### src/rtl/hazard_ctrl.sv
// hazard_ctrl: pipeline hazard and sequencing controller for the five-stage
// RISC-V core. It holds fetch for one cycle after reset and inserts ID/EX
// bubbles for load-use hazards, LOAD_LAT cycles per hazard. On a taken branch
// it flushes IF/ID and ID/EX. On an outstanding data-memory access it freezes
// the back end.
//
// Ports:
//   clk, reset_n          clock, asynchronous active-low reset
//   IF_ID_inst_opcode     opcode of the instruction in ID
//   IF_ID_rs1/IF_ID_rs2   source registers of the instruction in ID
//   ID_EX_mem_read/rd     load flag and destination of the instruction in EX
//   branch_taken          EX redirects the PC
//   imem_ready            instruction memory has valid data this cycle
//   dmem_req/dmem_ready   MEM-stage access and its completion
//   pc_write, IF_ID_write, IF_flush, ID_EX_flush, pipe_freeze
//                         pipeline control (combinational, Mealy)
//   ctrl_state            current FSM state for debug
//
// Optional feature: define RISCV_HAZARD_PERF_EN to add the saturating
// performance counters perf_lu_cnt, perf_flush_cnt and perf_freeze_cnt,
// each CNT_WIDTH bits wide.

`ifndef REG_ADDR_WIDTH
`define REG_ADDR_WIDTH 5
`endif

module hazard_ctrl #(
   parameter int unsigned REG_ADDR_WIDTH = `REG_ADDR_WIDTH,
   parameter int unsigned LOAD_LAT       = 1,
   parameter int unsigned CNT_WIDTH      = 32
) (
   input  logic                      clk,
   input  logic                      reset_n,
   input  logic [6:0]                IF_ID_inst_opcode,
   input  logic [REG_ADDR_WIDTH-1:0] IF_ID_rs1,
   input  logic [REG_ADDR_WIDTH-1:0] IF_ID_rs2,
   input  logic                      ID_EX_mem_read,
   input  logic [REG_ADDR_WIDTH-1:0] ID_EX_rd,
   input  logic                      branch_taken,
   input  logic                      imem_ready,
   input  logic                      dmem_req,
   input  logic                      dmem_ready,
   output logic                      pc_write,
   output logic                      IF_ID_write,
   output logic                      IF_flush,
   output logic                      ID_EX_flush,
   output logic                      pipe_freeze,
   output logic [1:0]                ctrl_state
`ifdef RISCV_HAZARD_PERF_EN
   ,
   output logic [CNT_WIDTH-1:0]      perf_lu_cnt,
   output logic [CNT_WIDTH-1:0]      perf_flush_cnt,
   output logic [CNT_WIDTH-1:0]      perf_freeze_cnt
`endif
);

   localparam int unsigned STALL_W = 4;

   localparam logic [6:0] OPC_LUI    = 7'b0110111;
   localparam logic [6:0] OPC_AUIPC  = 7'b0010111;
   localparam logic [6:0] OPC_JAL    = 7'b1101111;
   localparam logic [6:0] OPC_OP     = 7'b0110011;
   localparam logic [6:0] OPC_STORE  = 7'b0100011;
   localparam logic [6:0] OPC_BRANCH = 7'b1100011;

   // The first stall cycle is spent in RUN and the last in LU_STALL with a
   // count of 0, so the reload value is LOAD_LAT-2.
   localparam bit                 LU_MULTI  = (LOAD_LAT > 1);
   localparam logic [STALL_W-1:0] LU_RELOAD =
      (LOAD_LAT > 1) ? STALL_W'(LOAD_LAT - 2) : '0;

   // Elaboration-time parameter range check
   if (LOAD_LAT < 1 || LOAD_LAT > 15 || CNT_WIDTH < 1) begin : g_param_check
      $error("hazard_ctrl: LOAD_LAT must be 1..15 and CNT_WIDTH at least 1");
   end

   typedef enum logic [1:0] {
      ST_INIT     = 2'b00,
      ST_RUN      = 2'b01,
      ST_LU_STALL = 2'b10,
      ST_UNUSED   = 2'b11
   } state_e;

   state_e             state_q, state_d;
   logic [STALL_W-1:0] cnt_q, cnt_d;

   logic use_rs1;
   logic use_rs2;
   logic lu;
   logic freeze;

   // Which source registers the ID instruction actually reads
   always_comb begin
      use_rs1 = 1'b1;
      use_rs2 = 1'b0;
      case (IF_ID_inst_opcode)
         OPC_LUI, OPC_AUIPC, OPC_JAL: use_rs1 = 1'b0;
         default: ;
      endcase
      case (IF_ID_inst_opcode)
         OPC_OP, OPC_STORE, OPC_BRANCH: use_rs2 = 1'b1;
         default: ;
      endcase
   end

   // Load in EX writes a register the ID instruction reads (x0 never hazards)
   assign lu = ID_EX_mem_read
             && (ID_EX_rd != '0)
             && ((use_rs1 && (ID_EX_rd == IF_ID_rs1))
              || (use_rs2 && (ID_EX_rd == IF_ID_rs2)));

   assign freeze      = dmem_req & ~dmem_ready;
   assign pipe_freeze = freeze;
   assign ctrl_state  = state_q;

   // State and stall-count registers
   always_ff @(posedge clk or negedge reset_n) begin
      if (!reset_n) begin
         state_q <= ST_INIT;
         cnt_q   <= '0;
      end else begin
         state_q <= state_d;
         cnt_q   <= cnt_d;
      end
   end

   // Next state and prioritised output decode
   always_comb begin
      state_d     = state_q;
      cnt_d       = cnt_q;
      pc_write    = 1'b0;
      IF_ID_write = 1'b0;
      IF_flush    = 1'b0;
      ID_EX_flush = 1'b0;

      case (state_q)
         ST_INIT: begin
            IF_flush    = 1'b1;
            ID_EX_flush = 1'b1;
            cnt_d       = '0;
            state_d     = ST_RUN;
         end

         ST_RUN, ST_LU_STALL: begin
            if (freeze) begin
               // Whole pipe holds; state and count are preserved
               state_d = state_q;
            end else if (branch_taken) begin
               pc_write    = 1'b1;
               IF_ID_write = 1'b1;
               IF_flush    = 1'b1;
               ID_EX_flush = 1'b1;
               cnt_d       = '0;
               state_d     = ST_RUN;
            end else if (state_q == ST_LU_STALL) begin
               ID_EX_flush = 1'b1;
               if (cnt_q == '0) begin
                  state_d = ST_RUN;
               end else begin
                  cnt_d = cnt_q - STALL_W'(1);
               end
            end else if (lu) begin
               ID_EX_flush = 1'b1;
               if (LU_MULTI) begin
                  cnt_d   = LU_RELOAD;
                  state_d = ST_LU_STALL;
               end
            end else if (!imem_ready) begin
               // Fetch miss: keep the PC, feed a bubble into ID
               IF_ID_write = 1'b1;
               IF_flush    = 1'b1;
            end else begin
               pc_write    = 1'b1;
               IF_ID_write = 1'b1;
            end
         end

         default: begin
            // Unreachable encoding: bubble the front end and recover to RUN
            IF_flush    = 1'b1;
            ID_EX_flush = 1'b1;
            cnt_d       = '0;
            state_d     = ST_RUN;
         end
      endcase
   end

`ifdef RISCV_HAZARD_PERF_EN
   logic lu_act;
   logic flush_act;
   logic freeze_act;

   // Load-use stall is the only decode with ID_EX_flush but no IF_flush;
   // a branch flush is the only decode with both pc_write and IF_flush.
   assign lu_act     = ID_EX_flush & ~IF_flush;
   assign flush_act  = pc_write & IF_flush;
   assign freeze_act = freeze & ((state_q == ST_RUN) || (state_q == ST_LU_STALL));

   // Saturating event counters
   always_ff @(posedge clk or negedge reset_n) begin
      if (!reset_n) begin
         perf_lu_cnt     <= '0;
         perf_flush_cnt  <= '0;
         perf_freeze_cnt <= '0;
      end else begin
         if (lu_act && (perf_lu_cnt != '1)) begin
            perf_lu_cnt <= perf_lu_cnt + CNT_WIDTH'(1);
         end
         if (flush_act && (perf_flush_cnt != '1)) begin
            perf_flush_cnt <= perf_flush_cnt + CNT_WIDTH'(1);
         end
         if (freeze_act && (perf_freeze_cnt != '1)) begin
            perf_freeze_cnt <= perf_freeze_cnt + CNT_WIDTH'(1);
         end
      end
   end
`endif

endmodule

### config.mk
export PLATFORM = sky130hd
export DESIGN_NAME = hazard_ctrl
export DESIGN_NICKNAME = d
export VERILOG_FILES = /design/src/rtl/hazard_ctrl.sv
export SDC_FILE = /design/constraint.sdc
export NUM_CORES = 1
export LEC_CHECK = 0
export CAP_MARGIN = 30
export CORE_AREA = 2 2 39 41
export CTS_BUF_LIST = sky130_fd_sc_hd__clkbuf_8
export CTS_CLUSTER_SIZE = 40
export DETAILED_ROUTE_END_ITERATION = 10
export DIE_AREA = 0 0 41 43
export GPL_TIMING_DRIVEN = 0
export PLACE_DENSITY = 0.79
export SYNTH_ARGS = -nofsm -noshare
export SYNTH_HDL_FRONTEND = slang
export SYNTH_SLANG_ARGS = --single-unit
### constraint.sdc
create_clock -name clk -period 1.4 [get_ports clk]
set_input_delay 0.14 -clock clk [delete_from_list [all_inputs] [get_ports clk]]
set_output_delay 0.14 -clock clk [all_outputs]
set_load 0.005 [all_outputs]
==> results.py <==
metrics = {
    "floorplan": {
        "start_util": 0.2550,
        "coreArea_mm2": 0.001384,
        "die_area_mm2": 0.001763,
        "ioPinCount": 36,
        "die_w_um": 41,
        "std_cell_rows": 14,
        "die_h_um": 43,
    },
    "final_layout": {
        "drive_gt1_frac": 0.5000,
        "nets": 115,
        "largest_reg_flops": 1,
        "layout_commonest_cell": "buf_2",
        "area_growth_pct": 115.2,
        "design_area_um2": 759.5,
        "fin_util": 0.5488,
        "diodes": 0,
        "layout_common_cells": "buf_2 (10), clkdlybuf4s50_1 (7), buf_4 (6), clkbuf_2 (6), dlygate4sd2_1 (4)",
    },
    "placement": {
        "io_buffers": 34,
        "dpl.hpwl_um": 892.7,
        "globalplace.congestion": 0.6462,
        "dp_slack_ns": -0.8986,
        "dpl_cell_area_um2": 713.2,
    },
    "hold_path": {
        "hold_path.class": "primary input to async pin",
    },
    "grt": {
        "antenna_found_initial": 0,
        "grt_pass1_wl_um": 1628,
        "track_usage": 0.1241,
        "grt_max_degree": 6,
        "overflow": 0,
        "grt_pass1_vias": 434,
    },
    "synthesis": {
        "synth.area.mux_share": 0,
        "syn_area_per_cell_um2": 8.019,
        "syn_area_um2": 352.8,
        "synth-compound-area-share": 0.2624,
        "synth_top_family_by_area": "simple AND/OR/NAND/NOR gates",
        "synthXorXnorAreaFrac": 0.1489,
        "syn_inst": 44,
        "ys_ff_latch": 1,
        "synth_adder_area_share": 0,
        "yosys.area_share.simple": 0.4433,
        "seq_area_frac_synth": 0.07092,
        "syn_nets": 73,
        "yosysWarnings": 0,
        "yosysUniqueCellTypes": 29,
    },
    "drt": {
        "viasPerCell": 4.600,
        "drt_wl_total_um": 1151,
        "wire_per_inst_um": 11.51,
        "first_pass_iters": 1,
        "via_count": 460,
        "drtIter0Drc": 0,
        "ant_nets": 0,
        "drc_errors": 0,
    },
    "power_and_ir_drop": {
        "leakage_nw": 0.3756,
        "power.density_mw_per_mm2": 280.9,
        "ir_drop_mv": 0.1821,
        "finalPower_mw": 0.2134,
    },
    "setup_path": {
        "cp.arrival_ns": 1.58,
        "required_ns": 1.26,
        "cpMaxStageDelayCell": "clkdlybuf4s50_1",
        "path_cells": "clkdlybuf4s50_1, xor2_2, nor4_4, buf_4, o31ai_1, and3_1, buf_2",
        "startpoint_type": "primary input",
        "cpPeakStageDelay_ns": 0.52,
        "critPathTopFamily": "buffers and inverters",
        "setup.worst_path.start": "IF_ID_rs2[2]",
        "worstPathMaxFanout": 2,
        "crit_buf_inv": 3,
        "critical_path_class": "primary input to output port",
        "worstSetupEndpointType": "output port",
    },
    "timing": {
        "period_minus_slack_ns": 1.722,
        "rsz0062_at_grt": "true",
        "setup_violations": 4,
        "finalCritPeriodShare": 1.230,
        "max_freq_mhz": 580.8,
        "finalWorstSetupSlack_ns": -0.3219,
        "finalMaxSlewViolations": 0,
        "hold_viol_final": 0,
    },
    "job": {
        "drv_cap": 0,
    },
    "clocking": {
        "path_clk_slew_ns": 0,
        "hold_buffers": 0,
    },
    "outcome": {
        "outcome": "complete, but fails checks",
        "violations": "setup timing",
    },
}
path summary, 6_finish.rpt:
path                       cells after the start       endpoint
worst max-delay path                           7       pc_write
worst min-delay path                           1  ctrl_state[0]
max in group asynchronous                      1  ctrl_state[0]
min in group clk                               2    IF_ID_write
synth_stat cells, drive strengths merged:
master	instances	share of area
o2111a	1	0.032
a21bo	1	0.028
nor4	2	0.12
and2	2	0.035
nor3b	2	0.043
conb	2	0.021
a21boi	1	0.021
a21oi	1	0.014
or4	1	0.021
o211a	1	0.028
buf	1	0.021
o21bai	1	0.032
o31ai	1	0.021
nand4	1	0.018
nand2	2	0.021
xor2	3	0.074
dfrtp	1	0.071
a2111o	1	0.032
o21ai	2	0.028
and3	2	0.050
xnor2	3	0.074
nand2b	4	0.071
nor2	1	0.011
nor2b	3	0.053
inv	3	0.032
o2111ai	1	0.025
power breakdown:
part	total (mW)	internal, mW	switching [mW]	leakage [nW]
combinational	0.181	0.109	0.0719	0.364
clock	0	0	0	0
sequential	0.0326	0.0309	0.00164	0.0117
metrics by stage:
stage	hold WS (ns)	cells	TNS, ns
final	0.2901	100	-1.148
after global routing	0.2971	100	-1.477
after CTS	0.2910	99	-1.416
after detailed placement	0.2910	94	-3.487
after global placement	0.2897	94	-3.453
after floorplan	-0.1556	44	0
what timing repair did:
item / 4_1_cts / 5_1_grt
resized for setup: 62 / 29
endpoints found under the setup margin: 5 / 5
pin swaps: 12 / 17
setup buffers: 5 / 1
gates cloned: 0 / 0
endpoints found under the hold margin: 0 / 0
per-layer routing:
layer | up-vias | track usage | part of all wire
li1 | 232 | - | -
met1 | 202 | 0.1369 | 0.37
met2 | 26 | 0.2375 | 0.51
met3 | 0 | 0.02618 | 0.11
met4 | 0 | 0 | 0
met5 | - | 0 | 0
cell type report:
cell class | instances | area [µm²]
fillers | 150 | 624.3
inverters | 3 | 11.26
repair buffers | 40 | 317.8
well taps | 16 | 20.02
multi-input cells | 39 | 377.9
flip-flops and latches | 1 | 25.02
plain buffers | 1 | 7.507
cell families after synthesis:
family / count (synthesis)
xor+xnor: 6
other cells: 2
buf+inv: 4
flops: 1
compound gates: 11
simple gates: 20
Note: power is estimated with default switching activity, not from simulation.
